`src/rtl/ysyx_23060208_pkg.sv`:
```
// Shared definitions for the ysyx_23060208 core: bus response codes,
// memory-mapped peripheral addresses and CLINT responder states.
package ysyx_23060208_pkg;

    localparam logic [1:0]  RESP_OKAY   = 2'b00;
    localparam logic [1:0]  RESP_SLVERR = 2'b10;

    localparam logic [31:0] RTC_BASE    = 32'ha000_0048;

    typedef enum logic [1:0] {
        CLINT_IDLE = 2'd0,
        CLINT_WAIT = 2'd1,
        CLINT_RESP = 2'd2
    } clint_state_e;

    typedef enum logic [1:0] {
        DEC_LO  = 2'd0,
        DEC_HI  = 2'd1,
        DEC_ERR = 2'd2
    } rtc_decode_e;

endpackage

```
`src/rtl/ysyx_23060208_mtime.sv`:
```
// Free-running 64-bit machine timer with a TICK_DIV-cycle prescaler.
module ysyx_23060208_mtime #(
    parameter int unsigned TICK_DIV = 1
) (
    input  logic        clk,
    input  logic        rst_n,
    output logic [63:0] mtime
);

    localparam int unsigned PW = (TICK_DIV > 1) ? $clog2(TICK_DIV) : 1;
    localparam logic [PW-1:0] PRE_LAST = PW'(TICK_DIV - 1);

    logic [PW-1:0] pre_q;
    logic [63:0]   mtime_q;
    logic          tick;

    // With TICK_DIV == 1 the prescaler is pinned at zero and ticks every cycle.
    assign tick = (pre_q == PRE_LAST);

    always_ff @(posedge clk or negedge rst_n) begin
        if (!rst_n) begin
            pre_q   <= '0;
            mtime_q <= '0;
        end else begin
            pre_q <= tick ? '0 : pre_q + 1'b1;
            if (tick) begin
                mtime_q <= mtime_q + 64'd1;
            end
        end
    end

    assign mtime = mtime_q;

endmodule

```
`src/rtl/ysyx_23060208_clint.sv`:
```
// Read-only AXI4-Lite responder exposing the 64-bit RTC; a low-word read
// snapshots the high word so low-then-high reads are coherent.
module ysyx_23060208_clint
    import ysyx_23060208_pkg::*;
#(
    parameter int unsigned           DATA_WIDTH = 32,
    parameter int unsigned           ADDR_WIDTH = 32,
    parameter logic [ADDR_WIDTH-1:0] BASE_ADDR  = ADDR_WIDTH'(RTC_BASE),
    parameter int unsigned           TICK_DIV   = 1,
    parameter int unsigned           RESP_DELAY = 0
) (
    input  logic                  clk,
    input  logic                  rst_n,
    input  logic [ADDR_WIDTH-1:0] araddr,
    input  logic                  arvalid,
    output logic                  arready,
    output logic [DATA_WIDTH-1:0] rdata,
    output logic [1:0]            rresp,
    output logic                  rvalid,
    input  logic                  rready
);

    localparam logic [ADDR_WIDTH-1:0] HI_ADDR = BASE_ADDR + ADDR_WIDTH'(4);
    localparam int unsigned           DW      = (RESP_DELAY > 1) ? $clog2(RESP_DELAY) : 1;
    localparam logic [DW-1:0]         DLY_LOAD = (RESP_DELAY > 0) ? DW'(RESP_DELAY - 1) : '0;

    clint_state_e          state_q, state_d;
    rtc_decode_e           dec;
    logic [63:0]           mtime;
    logic [31:0]           hi_shadow_q, hi_shadow_d;
    logic [DW-1:0]         dly_q, dly_d;
    logic                  arready_d, rvalid_d;
    logic [DATA_WIDTH-1:0] rdata_d;
    logic [1:0]            rresp_d;

    ysyx_23060208_mtime #(
        .TICK_DIV (TICK_DIV)
    ) u_mtime (
        .clk   (clk),
        .rst_n (rst_n),
        .mtime (mtime)
    );

    always_comb begin
        dec = DEC_ERR;
        if (araddr == BASE_ADDR) begin
            dec = DEC_LO;
        end else if (araddr == HI_ADDR) begin
            dec = DEC_HI;
        end
    end

    // Outputs are registered, so the next-state process also computes their
    // next values; arready is held off in reset and rises on the first edge.
    always_comb begin
        state_d     = state_q;
        arready_d   = arready;
        rvalid_d    = rvalid;
        rdata_d     = rdata;
        rresp_d     = rresp;
        dly_d       = dly_q;
        hi_shadow_d = hi_shadow_q;

        case (state_q)
            CLINT_IDLE: begin
                arready_d = 1'b1;
                if (arvalid && arready) begin
                    arready_d = 1'b0;
                    case (dec)
                        DEC_LO: begin
                            rdata_d     = DATA_WIDTH'(mtime[31:0]);
                            rresp_d     = RESP_OKAY;
                            hi_shadow_d = mtime[63:32];
                        end
                        DEC_HI: begin
                            rdata_d = DATA_WIDTH'(hi_shadow_q);
                            rresp_d = RESP_OKAY;
                        end
                        default: begin
                            rdata_d = '0;
                            rresp_d = RESP_SLVERR;
                        end
                    endcase
                    if (RESP_DELAY > 0) begin
                        state_d = CLINT_WAIT;
                        dly_d   = DLY_LOAD;
                    end else begin
                        state_d  = CLINT_RESP;
                        rvalid_d = 1'b1;
                    end
                end
            end
            CLINT_WAIT: begin
                arready_d = 1'b0;
                if (dly_q == '0) begin
                    state_d  = CLINT_RESP;
                    rvalid_d = 1'b1;
                end else begin
                    dly_d = dly_q - 1'b1;
                end
            end
            CLINT_RESP: begin
                arready_d = 1'b0;
                if (rready) begin
                    state_d   = CLINT_IDLE;
                    rvalid_d  = 1'b0;
                    arready_d = 1'b1;
                end
            end
            default: begin
                state_d   = CLINT_IDLE;
                arready_d = 1'b0;
                rvalid_d  = 1'b0;
            end
        endcase
    end

    always_ff @(posedge clk or negedge rst_n) begin
        if (!rst_n) begin
            state_q     <= CLINT_IDLE;
            arready     <= 1'b0;
            rvalid      <= 1'b0;
            rdata       <= '0;
            rresp       <= RESP_OKAY;
            dly_q       <= '0;
            hi_shadow_q <= '0;
        end else begin
            state_q     <= state_d;
            arready     <= arready_d;
            rvalid      <= rvalid_d;
            rdata       <= rdata_d;
            rresp       <= rresp_d;
            dly_q       <= dly_d;
            hi_shadow_q <= hi_shadow_d;
        end
    end

endmodule

```
`config.mk`:
```
export PLATFORM = sky130hd
export DESIGN_NAME = ysyx_23060208_clint
export DESIGN_NICKNAME = d
export VERILOG_FILES = /design/src/rtl/ysyx_23060208_pkg.sv /design/src/rtl/ysyx_23060208_mtime.sv /design/src/rtl/ysyx_23060208_clint.sv
export SDC_FILE = /design/constraint.sdc
export NUM_CORES = 1
export LEC_CHECK = 0
export BUFFER_PORTS_ARGS = -buffer_cell sky130_fd_sc_hd__clkbuf_2
export CAP_MARGIN = 20
export CORE_ASPECT_RATIO = 1.4
export CORE_UTILIZATION = 55
export DETAILED_ROUTE_END_ITERATION = 7
export PLACE_DENSITY_LB_ADDON = 0.1
export SLEW_MARGIN = 10
export SYNTH_ARGS = -nofsm -noshare
export SYNTH_HDL_FRONTEND = slang
export SYNTH_SLANG_ARGS = --single-unit
```
`constraint.sdc`:
```
create_clock -name clk -period 2.2 [get_ports clk]
set_clock_uncertainty 0.15 [all_clocks]
set_input_delay 0.33 -clock clk [delete_from_list [all_inputs] [get_ports clk]]
set_output_delay 0.33 -clock clk [all_outputs]
set_load 0.005 [all_outputs]
```
### After elaboration in Yosys (flattened, before gate mapping)

Index checks and enable logic that the tools add are counted.

| storage, ports and cells | value |
|---|---|
| word-level logic and storage cells | 44 |
| register bits after elaboration | 136 |
| input bits | 36 |
| output and inout bits | 36 |

| cells by class | value |
|---|---|
| equality and inequality tests | 8 |
| multiplexer cells | 17 |
| reduce and logical (&&, ||, !) cells | 7 |
| add/subtract/negate cells | 3 |

Operator list:

| cell | number |
|---|---|
| 64-bit by 1-bit adder with 64-bit output, second input constant | 1 |
| 32-bit == test, second input constant | 2 |
| 32-bit one-hot mux with 2 select lines | 1 |
| 2-bit 2-to-1 mux | 6 |
| 1-bit 2-to-1 mux | 7 |
| 2-bit inequality test, second input constant | 3 |
| 2-bit one-hot mux with 3 select lines | 1 |
| 3-bit AND reduction | 2 |
| 2-bit by 1-bit == test with 1-bit output, second input constant | 2 |
| 2-bit logical NOT | 2 |
| 1-bit one-hot mux with 3 select lines | 1 |
| 2-bit == test, second input constant | 1 |
| 1-bit one-hot mux with 2 select lines | 1 |
| 2-bit AND reduction | 1 |
| 2-bit OR reduction | 1 |
| 1-bit adder, second input constant | 1 |
| 1-bit logical AND | 1 |
| 1-bit subtractor, second input constant | 1 |

### Longest topological paths before layout

Gate-level depths: netlist of the first run.

| logic depth | value |
|---|---|
| depth after elaboration | 6 |
| gate-level depth with buffers | 7 |
| depth with buffers taken out | 6 |

### By module

A second synthesis of the first run with hierarchy kept.

| second synthesis, totals | value |
|---|---|
| cell total of the unflattened synthesis | 490 |
| area total of the unflattened synthesis | 5928.2 µm² |

By module, submodules not included:

| module | instances | cells an instance | sequential area each (µm²) | area each (µm²) |
|---|---|---|---|---|
| ysyx_23060208_clint | 1 | 232 | 1676.6 | 2971.6 |
| ysyx_23060208_mtime | 1 | 258 | 1601.5 | 2956.6 |

### Worst setup path before layout of the first run

No wires, ideal clock.

| path | value |
|---|---|
| path kind | input-to-reg |
| from | input araddr[7] |
| to | register hi_shadow_q[10] |
| setup slack | -21 ps |
| path buffers | 2 |
| arrival time | 1947 ps |
| library setup time | 125 ps |
| stages on the path | 7 |
| required time | 1925 ps |
| path through | nor4b_1 > nand4_1 > or3_1 > buf_2 > nor3_4 > buf_6 > mux2_2 |

| between the ends | value |
|---|---|
| cells in the longest elaborated chain, start to end | 5 |
| elaborated cells on any way between the ends | 6 |
| classes of those cells | eq/ne: 2; mux: 2; reduce/logical: 2 |

Ends and longest elaborated chain:

| what | line | text |
|---|---|---|
| from (decl) | ysyx_23060208_clint.sv:14 | `input logic [ADDR_WIDTH-1:0] araddr,` |
| 32-bit == test | ysyx_23060208_clint.sv:48 | `end else if (araddr == HI_ADDR) begin` |
| 2-bit 2-to-1 mux | ysyx_23060208_clint.sv:48 |  |
| 2-bit 2-to-1 mux * | ysyx_23060208_clint.sv:46 | `if (araddr == BASE_ADDR) begin` |
| 2-bit logical NOT * | ysyx_23060208_clint.sv:69 | `case (dec)` |
| 3-bit AND reduction (no source line) * | n/a |  |
| to (signal assigned) | ysyx_23060208_clint.sv:134 | `hi_shadow_q <= hi_shadow_d;` |
| to (decl) | ysyx_23060208_clint.sv:30 | `logic [31:0] hi_shadow_q, hi_shadow_d;` |

Mark *: on every way between the ends. The rest lies on a longest branch, timed or not.
A chain may end at the register's enable or synchronous reset.

### Worst setup path after layout of the first run

| path | value |
|---|---|
| from | register u_mtime.mtime_q[13], in the netlist u_mtime.mtime[13] |
| to | register u_mtime.mtime_q[41], in the netlist u_mtime.mtime[41] |

| between the ends | value |
|---|---|
| cells in the longest elaborated chain, start to end | 1 |

Ends and longest elaborated chain:

| what | line | text |
|---|---|---|
| from (decl) | ysyx_23060208_mtime.sv:14 | `logic [63:0] mtime_q;` |
| from (signal assigned) | ysyx_23060208_mtime.sv:27 | `mtime_q <= mtime_q + 64'd1;` |
| 64-bit by 1-bit adder with 64-bit output | ysyx_23060208_mtime.sv:27 |  |

No other way between the ends.

==> metrics.yaml, run 1 <==
synth:
  asyncSetResetFlopFracSynth_pct: 100
  synth.ff_latch_count: 131
  synth_sequential_area_ratio_pct: 55.6
  netlist-cell-type-count: 33
  yosys_warnings: 0
  synth_fp_nets: 546
  synth_enable_flop_cells: 0
  synth.avg_cell_area_sq_um: 11.6
  dominantRegCellSynth: "sky130_fd_sc_hd__dfrtp_1"
  netlist_instances: 509
  mappedNetlistArea_sq_um: 5900
cells_and_area:
  layout.filler_cells: 749
  final_net_count: 663
  multi_input_area_sq_um: 2510
  insertedDiodeCount: 0
  seq_area_sq_um: 3280
  layout-drive-gt1-share_pct: 29.8
  areaGrowthSynthToFinish_pct: 24.5
  non_filler_instances: 776
  finalCoreUtilization_pct: 70.5
  design_area_sq_um: 7340
routing:
  finalWirelength_mm: 12.5
  via_count: 4275
  drt-wirelength-per-cell_um: 16.2
  drc_errors: 0
  post_drt_via_cell_ratio: 5.51
  drt_pass1_iterations: 4
  antenna_left: 0
  drt_iter0_drc: 144
global_route:
  overflow: 0
  grt_antenna_before_repair: 0
  number_of_global_route_vias_before_repair: 4468
  grt_start_max_net_pins: 58
  grt_usage_pct: 25.5
  wire_length_of_the_first_global_routing_pass_mm: 21.3
critical_path:
  crit-reg2reg-capture: "u_mtime.mtime[41]"
  timing.critical_path.from_type: "register"
  crit-reg2reg-launch: "u_mtime.mtime[13]"
  sort_of_element_at_the_end_of_the_critical_path: "register"
  worstPathRequired_ns: 2.38
  worstPathArrival_ns: 2.25
  cp-startpoint: "u_mtime.mtime[13]"
  worst-r2r-cell-count: 6
  kind_of_critical_path: "register to register"
  reg2reg_setup_slack_ns: 0.13
  critical_path_peak_fanout: 7
floorplan:
  die_area_sq_um: 11100
  floorplan.io_pins: 72
  rows: 44
  floorplan.initialDensity_pct: 56.7
  dieHeight_um: 125
  die_x_um: 89.5
  core_area_sq_um: 10400
power_and_ir_drop:
  powerDensity_nw_per_um2: 738
  internal-power_w: 0.00425
  leak_pwr_nw: 3.57
  peakVddDrop_v: 0.000512
  power_w: 0.00542
  share_comb_of_total_power_pct: 5.1
  power.switching_w: 0.00117
  share_clk_of_total_power_pct: 49.9
  power.share.switching_pct: 21.5
  seqPwrFrac_pct: 45.0
sta:
  finalSetupViolations: 0
  timing.final.crit_share_pct: 93.9
  grt_setup_unrepaired: "no"
  final.hold.worst_slack_ns: 0.267
  drv_slew: 0
  max_frequency_mhz: 484
  timing.final.crit_period_ns: 2.07
  timing_hold_violations_final: 0
placed_design:
  gpl.final_weighted_congestion: 0.852
  post_dp_cell_area_sq_um: 6720
  number_of_buffers_added_on_ports: 70
  hpwlAfterDp_mm: 8.87
  dp_cells: 742
clocking:
  sinks_on_clock_net: 131
  cts_buffer_count: 17
  cts_root_buf: "sky130_fd_sc_hd__clkbuf_16"
  clkLatencyLatePin_ns: 0.41
  tritoncts: "done"
  ctsLongestPathBuffers: 2
  clkTransAtPathRegs_ns: 0.06
  cts_max_level: 4
run:
  maxCapViolations: 0
status:
  status: "complete, no violations"
hold_path:
  hp-class: "input pin to async pin"
==> final cells by class <==
class | count | share of cell area [%]
Timing Repair Buffer | 118 | 10.3
Multi-Input combinational cell | 343 | 34.2
Inverter | 15 | 0.767
Clock buffer | 26 | 6.67
Sequential cell | 131 | 44.7
Tap cell | 138 | 2.35
Clock inverter | 5 | 1.02
==> repair_timing <==
item | CTS | global route
hold buffers | 2 | 0
resized for setup | 0 | 4
pin swaps | 1 | 0
endpoints found under the hold margin | 34 | 0
setup buffers | 1 | 0
endpoints found under the setup margin | 2 | 15
==> registers in the layout, summed over array words and instances, names as in the netlist <==
name / count
rresp: 1
rdata: 32
hi_shadow_q: 32
arready: 1
u_mtime.mtime: 64
rvalid: 1
==> cells in the final DEF, fill, tap and decap left out, types with 3 or more instances in the layout <==
cell type                   count
sky130_fd_sc_hd__nor2_1        25
sky130_fd_sc_hd__buf_4         44
sky130_fd_sc_hd__nor3_1        16
sky130_fd_sc_hd__nand3_1       27
sky130_fd_sc_hd__clkbuf_8       3
sky130_fd_sc_hd__clkinv_2       3
sky130_fd_sc_hd__nand4_1       18
sky130_fd_sc_hd__mux2_2        31
sky130_fd_sc_hd__mux2i_1       32
sky130_fd_sc_hd__clkbuf_1       6
sky130_fd_sc_hd__xnor2_1       33
sky130_fd_sc_hd__clkbuf_2      69
sky130_fd_sc_hd__buf_12         3
sky130_fd_sc_hd__and3_1         3
sky130_fd_sc_hd__clkbuf_16     17
sky130_fd_sc_hd__xor2_1        29
sky130_fd_sc_hd__nand4_2        3
sky130_fd_sc_hd__dfrtp_1      131
sky130_fd_sc_hd__nor4_2         7
sky130_fd_sc_hd__nand2_1       57
sky130_fd_sc_hd__nor4_1        12
sky130_fd_sc_hd__o31ai_1       32
sky130_fd_sc_hd__inv_1         15
==> routing by layer <==
| layer | vias to the layer above | part of all wire (%) | global-route usage [%] |
|---|---|---|---|
| li1 | 2028 | - | - |
| met1 | 2153 | 42 | 32.0 |
| met2 | 74 | 53 | 41.2 |
| met3 | 20 | 2.8 | 6.49 |
| met4 | 0 | 1.8 | 10.7 |
| met5 | - | 0 | 0 |
==> logic make-up after synthesis <==
kind of cell	synth area share, %
muxes	11.7
and+or+nand+nor	16.3
buffers and inverters	2.72
adders and majority gates	0.212
DFF	55.6
other	0.0636
AOI/OAI and AO/OA	4.16
xor gates and xnor gates	9.21
==> worst max-delay path, stage by stage, from the launching register on <==
cell                      delay (ns)
sky130_fd_sc_hd__dfrtp_1        0.43
sky130_fd_sc_hd__nand4_2        0.25
sky130_fd_sc_hd__nor4_4         0.30
sky130_fd_sc_hd__nand4_1        0.15
sky130_fd_sc_hd__buf_4          0.19
sky130_fd_sc_hd__nor4_1         0.34
sky130_fd_sc_hd__xor2_1         0.17
==> stage by stage <==
stage               setup slack (ns)  TNS, ns
floorplan                    -0.0112   -0.310
global placement             -0.0801    -2.44
detailed placement            -0.116    -3.35
CTS                           0.0169        0
global route                 0.00793        0
finish                         0.135        0
==> power groups by stage <==
stage | clock, W | sequential [W] | combinational [W]
5_1_grt | 0.00283 | 0.00244 | 0.000311
3_3_place_gp | 0 | 0.00248 | 0.000275
4_1_cts | 0.00274 | 0.00244 | 0.000284
3_5_place_dp | 0 | 0.00248 | 0.000280
2_1_floorplan | 0 | 0.00248 | 0.000135
6_report | 0.00270 | 0.00244 | 0.000277
==> how the worst max path moves through the flow <==
| stage | endpoint | slack, ns | cells past startpoint |
|---|---|---|---|
| finish | u_mtime.mtime[41] | 0.13 | 6 |
| global route | u_mtime.mtime[56] | 0.008 | 7 |
| CTS | u_mtime.mtime[20] | 0.02 | 6 |
| detailed placement | hi_shadow_q[23] | -0.12 | 7 |
| global placement | hi_shadow_q[17] | -0.08 | 7 |
| floorplan | hi_shadow_q[10] | -0.01 | 7 |
==> cell usage after synthesis (3+ instances only) <==
cell | n | area [sq um]
sky130_fd_sc_hd__clkbuf_1 | 7 | 26.3
sky130_fd_sc_hd__mux2_2 | 31 | 349
sky130_fd_sc_hd__nand4_1 | 18 | 113
sky130_fd_sc_hd__xor2_1 | 29 | 254
sky130_fd_sc_hd__nor4_1 | 17 | 106
sky130_fd_sc_hd__o31ai_1 | 32 | 240
sky130_fd_sc_hd__dfrtp_1 | 131 | 3280
sky130_fd_sc_hd__inv_1 | 15 | 56.3
sky130_fd_sc_hd__and3_1 | 3 | 18.8
sky130_fd_sc_hd__nor3_1 | 16 | 80.1
sky130_fd_sc_hd__nand3_1 | 28 | 140
sky130_fd_sc_hd__nand4_2 | 4 | 50.1
sky130_fd_sc_hd__mux2i_1 | 32 | 320
sky130_fd_sc_hd__xnor2_1 | 33 | 289
sky130_fd_sc_hd__buf_1 | 7 | 26.3
sky130_fd_sc_hd__nor2_1 | 26 | 97.6
sky130_fd_sc_hd__buf_6 | 3 | 33.8
sky130_fd_sc_hd__nand2_1 | 57 | 214
(Power assumes the default switching activity.)
==> run 2: changes to the inputs <==
--- a/config.mk
+++ b/config.mk
@@ -11,6 +11,7 @@
 export CORE_UTILIZATION = 55
 export DETAILED_ROUTE_END_ITERATION = 7
 export PLACE_DENSITY_LB_ADDON = 0.1
+export REMOVE_ABC_BUFFERS = 1
 export SLEW_MARGIN = 10
 export SYNTH_ARGS = -nofsm -noshare
 export SYNTH_HDL_FRONTEND = slang
==> metrics.yaml, run 2 (synthesized netlist as in run 1, its figures left out) <==
global_route:
  grt_usage_pct: 25.6
  overflow: 0
  grt_antenna_before_repair: 0
  wire_length_of_the_first_global_routing_pass_mm: 21.4
  number_of_global_route_vias_before_repair: 4419
  grt_start_max_net_pins: 74
status:
  status: "complete, no violations"
placed_design:
  hpwlAfterDp_mm: 8.87
  gpl.final_weighted_congestion: 0.849
  post_dp_cell_area_sq_um: 6720
  detailedPlace.worstSlack_ns: -0.155
  dp_cells: 741
  number_of_buffers_added_on_ports: 70
power_and_ir_drop:
  power_w: 0.00552
  powerDensity_nw_per_um2: 752
  leak_pwr_nw: 3.57
  peakVddDrop_v: 0.000707
clocking:
  clkTransAtPathRegs_ns: 0.05
  cts_max_level: 4
  cts_root_buf: "sky130_fd_sc_hd__clkbuf_16"
  tritoncts: "done"
  clkLatencyLatePin_ns: 0.41
  ctsLongestPathBuffers: 2
  buffer_count_from_post_cts_setup_fixing: 0
  sinks_on_clock_net: 131
  cts_buffer_count: 17
cells_and_area:
  final_net_count: 661
  insertedDiodeCount: 0
  layout_common_cells: "sky130_fd_sc_hd__dfrtp_1, sky130_fd_sc_hd__clkbuf_2, sky130_fd_sc_hd__nand2_1"
  areaGrowthSynthToFinish_pct: 24.7
  largest_register_ffs: 64
  non_filler_instances: 773
  layout-drive-gt1-share_pct: 29.1
  most_common_cell_after_layout_fill_and_taps_aside: "sky130_fd_sc_hd__dfrtp_1"
  design_area_sq_um: 7350
sta:
  grt_setup_unrepaired: "yes"
  timing.final.crit_period_ns: 2.09
  finalWorstSetupSlack_ns: 0.108
  max_frequency_mhz: 478
  finalSetupViolations: 0
  timing.final.crit_share_pct: 95.1
  finalSetupTns_ns: 0
  timing_hold_violations_final: 0
  drv_slew: 0
critical_path:
  sort_of_element_at_the_end_of_the_critical_path: "register"
  critical_path.slowest_cell: "sky130_fd_sc_hd__dfrtp_1"
  critical_path.most_common_cell: "sky130_fd_sc_hd__nand4_1"
  timing.critical_path.max_delay_family: "simple AND/OR/NAND/NOR gates"
  worstPathRequired_ns: 2.34
  cp_slowest_stage_delay_ns: 0.36
  critical_path.cell_chain: "ha_1, nand4_1, buf_4, nor2_1, and3_1, nand4_1, xnor2_1"
  worstPathArrival_ns: 2.23
  worst-path-buf-inv: 1
  timing.critical_path.from_type: "register"
  kind_of_critical_path: "register to register"
  critical_path_peak_fanout: 4
floorplan:
  die_area_sq_um: 11100
  die_x_um: 89.5
  floorplan.initialDensity_pct: 56.7
  core_area_sq_um: 10400
  dieHeight_um: 125
  rows: 44
  floorplan.io_pins: 72
routing:
  antenna_left: 0
  via_count: 4244
  drt_pass1_iterations: 5
  drt-wirelength-per-cell_um: 16.2
  post_drt_via_cell_ratio: 5.49
  finalWirelength_mm: 12.6
  drc_errors: 0
  drt_iter0_drc: 226
run:
  maxCapViolations: 0
hold_path:
  hp-class: "input pin to async pin"
[run 2: cell count changes in the layout (fill, tap and decap cells not counted), sizes merged]
cell	delta
clkbuf	-1
bufinv	+1
buf	-2
clkinv	-1
[run 2: layer usage]
layer | track usage [%] | routed length (um) | vias to the layer above
met4 | 11.2 | 409 | 0
li1 | - | - | 2024
met5 | 0 | 0 | -
met1 | 31.1 | 5140 | 2120
met2 | 42.7 | 6650 | 74
met3 | 5.96 | 362 | 26
[run 2: cell type report]
class                   count  area (sq um)
clock buffers              25           485
clock inverters             5           100
fillers                   777          3060
inverters                  15          56.3
multi-input cells         343          2490
flip-flops and latches    131          3280
well taps                 138           173
repair buffers            116           766
[run 2: path summary, 6_finish.rpt]
check                            startpoint           endpoint  slack, ns  depth (start not counted)
min reg2reg                        rdata[4]           rdata[4]       0.33                          2
max                        u_mtime.mtime[1]  u_mtime.mtime[30]       0.11                          7
min in group clk                   rdata[4]           rdata[4]       0.33                          2
max reg2reg                u_mtime.mtime[1]  u_mtime.mtime[30]       0.11                          7
max in group asynchronous             rst_n  u_mtime.mtime[21]       1.12                          3
min                                   rst_n           rdata[3]       0.15                          2
[run 2: power breakdown]
part	internal [W]	switching (W)
sequential	0.00243	0.00000853
combinational	0.0000861	0.000201
clock	0.00185	0.000947
[run 2: stage by stage]
stage,util (%),hold WS [ns]
floorplan,-,-0.116
global placement,64.5,0.0298
detailed placement,64.5,0.0340
CTS,70.4,0.149
global route,70.6,0.167
finish,70.6,0.152
[run 2: repair_timing]
action,CTS,global route
hold buffers,2,0
setup endpoints to repair,0,11
endpoints found under the hold margin,132,0
resized for setup,0,5
==> run 3: changes to the inputs <==
--- a/config.mk
+++ b/config.mk
@@ -11,6 +11,7 @@
 export CORE_UTILIZATION = 55
 export DETAILED_ROUTE_END_ITERATION = 7
 export PLACE_DENSITY_LB_ADDON = 0.1
+export RECOVER_POWER = 50
 export REMOVE_ABC_BUFFERS = 1
 export SLEW_MARGIN = 10
 export SYNTH_ARGS = -nofsm -noshare
==> metrics.yaml, run 3 (synthesized netlist as in run 1, its figures left out) <==
cells_and_area:
  insertedDiodeCount: 0
  non_filler_instances: 773
  design_area_sq_um: 7320
  final_net_count: 661
  most_common_cell_after_layout_fill_and_taps_aside: "sky130_fd_sc_hd__dfrtp_1"
  layout-drive-gt1-share_pct: 28.8
  finalCoreUtilization_pct: 70.3
  areaGrowthSynthToFinish_pct: 24.1
  layout_common_cells: "sky130_fd_sc_hd__dfrtp_1, sky130_fd_sc_hd__clkbuf_2, sky130_fd_sc_hd__nand2_1"
  largest_register_ffs: 64
routing:
  wl_met3_um: 328
  post_drt_via_cell_ratio: 5.51
  drt_iter0_drc: 233
  top_layer_in_use: "met4"
  antenna_left: 0
  via_count: 4257
  detailroute.wirelength.met2_mm: 6.71
  met1Wirelength_mm: 5.16
  finalWirelength_mm: 12.6
  drc_errors: 0
  drt-wirelength-per-cell_um: 16.3
  drt_pass1_iterations: 6
sta:
  drv_slew: 0
  grt_setup_unrepaired: "yes"
  timing.final.crit_share_pct: 94.7
  finalSetupTns_ns: 0
  worst_pin_slew_ns: 0.912
  finalWorstSetupSlack_ns: 0.116
  max_frequency_mhz: 480
  finalSetupViolations: 0
  timing.max_slew.rel_slack_pct: 39.2
  timing.final.crit_period_ns: 2.08
  timing_hold_violations_final: 0
critical_path:
  kind_of_critical_path: "register to register"
  critical_path.cell_chain: "clkbuf_1, nand2_1, nor3_1, nand4_1, buf_4, nor3_1, xor2_1"
  crit-reg2reg-launch: "u_mtime.mtime[0]"
  critical_path_peak_fanout: 5
  worstPathArrival_ns: 2.26
  worst-r2r-cell-count: 7
  timing.critical_path.max_delay_family: "simple AND/OR/NAND/NOR gates"
  reg2reg_setup_slack_ns: 0.12
  worst-path-buf-inv: 2
  cp_slowest_stage_delay_ns: 0.34
  sort_of_element_at_the_end_of_the_critical_path: "register"
  worstPathRequired_ns: 2.37
  timing.critical_path.from_type: "register"
  critical_path.most_common_cell: "sky130_fd_sc_hd__nor3_1"
  critical_path.slowest_cell: "sky130_fd_sc_hd__dfrtp_1"
  crit-reg2reg-capture: "u_mtime.mtime[45]"
hold_path:
  hp-class: "input pin to async pin"
power_and_ir_drop:
  peakVddDrop_v: 0.000712
  leak_pwr_nw: 3.56
  powerDensity_nw_per_um2: 755
placed_design:
  hpwlAfterDp_mm: 8.87
  number_of_buffers_added_on_ports: 70
  detailedPlace.worstSlack_ns: -0.155
  gpl.final_weighted_congestion: 0.849
  dp_cells: 741
  post_dp_cell_area_sq_um: 6720
clocking:
  cts_max_level: 4
  tritoncts: "done"
  cts_buffer_count: 17
  buffer_count_from_post_cts_setup_fixing: 0
  clkTransAtPathRegs_ns: 0.05
  clkLatencyLatePin_ns: 0.42
  ctsLongestPathBuffers: 2
  sinks_on_clock_net: 131
  cts_root_buf: "sky130_fd_sc_hd__clkbuf_16"
floorplan:
  die_x_um: 89.5
  floorplan.io_pins: 72
  die_area_sq_um: 11100
  floorplan.initialDensity_pct: 56.7
  rows: 44
  core_area_sq_um: 10400
  dieHeight_um: 125
global_route:
  overflow: 0
  wire_length_of_the_first_global_routing_pass_mm: 21.4
  number_of_global_route_vias_before_repair: 4419
  grt_usage_pct: 25.6
  grt_antenna_before_repair: 0
  grt_start_max_net_pins: 74
status:
  status: "complete, no violations"
run:
  maxCapViolations: 0
==> run 3: cell types whose count changed in the layout (fill, tap and decap cells not counted), sizes merged <==
cell    before  now
buf         45   42
clkbuf      94   97
==> run 3: report_power, final <==
part | internal, W | total, W | switching (W)
logic | 0.0000800 | 0.000280 | 0.000200
clock network | 0.00185 | 0.00281 | 0.000954
registers | 0.00243 | 0.00244 | 0.00000853
total | 0.00436 | 0.00552 | 0.00116
==> run 3: through the flow <==
stage	hold WS [ns]	total power (W)
global route	0.334	0.00570
floorplan	-0.116	0.00258
detailed placement	0.0340	0.00277
global placement	0.0298	0.00276
CTS	0.149	0.00557
finish	0.278	0.00552
==> run 3: worst max-delay path by stage <==
stage	from	to	slack (ns)	depth (start not counted)
2_1_floorplan	rvalid	hi_shadow_q[0]	-1.38	4
3_3_place_gp	araddr[7]	hi_shadow_q[15]	-0.14	7
3_5_place_dp	araddr[7]	hi_shadow_q[9]	-0.16	7
4_1_cts	u_mtime.mtime[7]	u_mtime.mtime[49]	0.10	6
5_1_grt	u_mtime.mtime[1]	u_mtime.mtime[34]	-0.02	7
6_report	u_mtime.mtime[0]	u_mtime.mtime[45]	0.12	7
==> run 3: final cells by class <==
cell class | instances | area (sq um)
Tap cell | 138 | 173
Fill cell | 780 | 3090
Sequential cell | 131 | 3280
Multi-Input combinational cell | 343 | 2490
Clock inverter | 5 | 100
Clock buffer | 25 | 485
Inverter | 15 | 56.3
Timing Repair Buffer | 116 | 733
==> run 3: what timing repair did <==
action                                  in CTS  in global routing
gates resized for setup                      0                  5
endpoints found under the setup margin       0                 11
endpoints found under the hold margin      132                  0
hold buffers                                 2                  0
==> run 3: metal layers <==
metal,vias up,track usage [%]
li1,2026,-
met1,2131,31.1
met2,73,42.7
met3,27,5.96
met4,0,11.2
met5,-,0
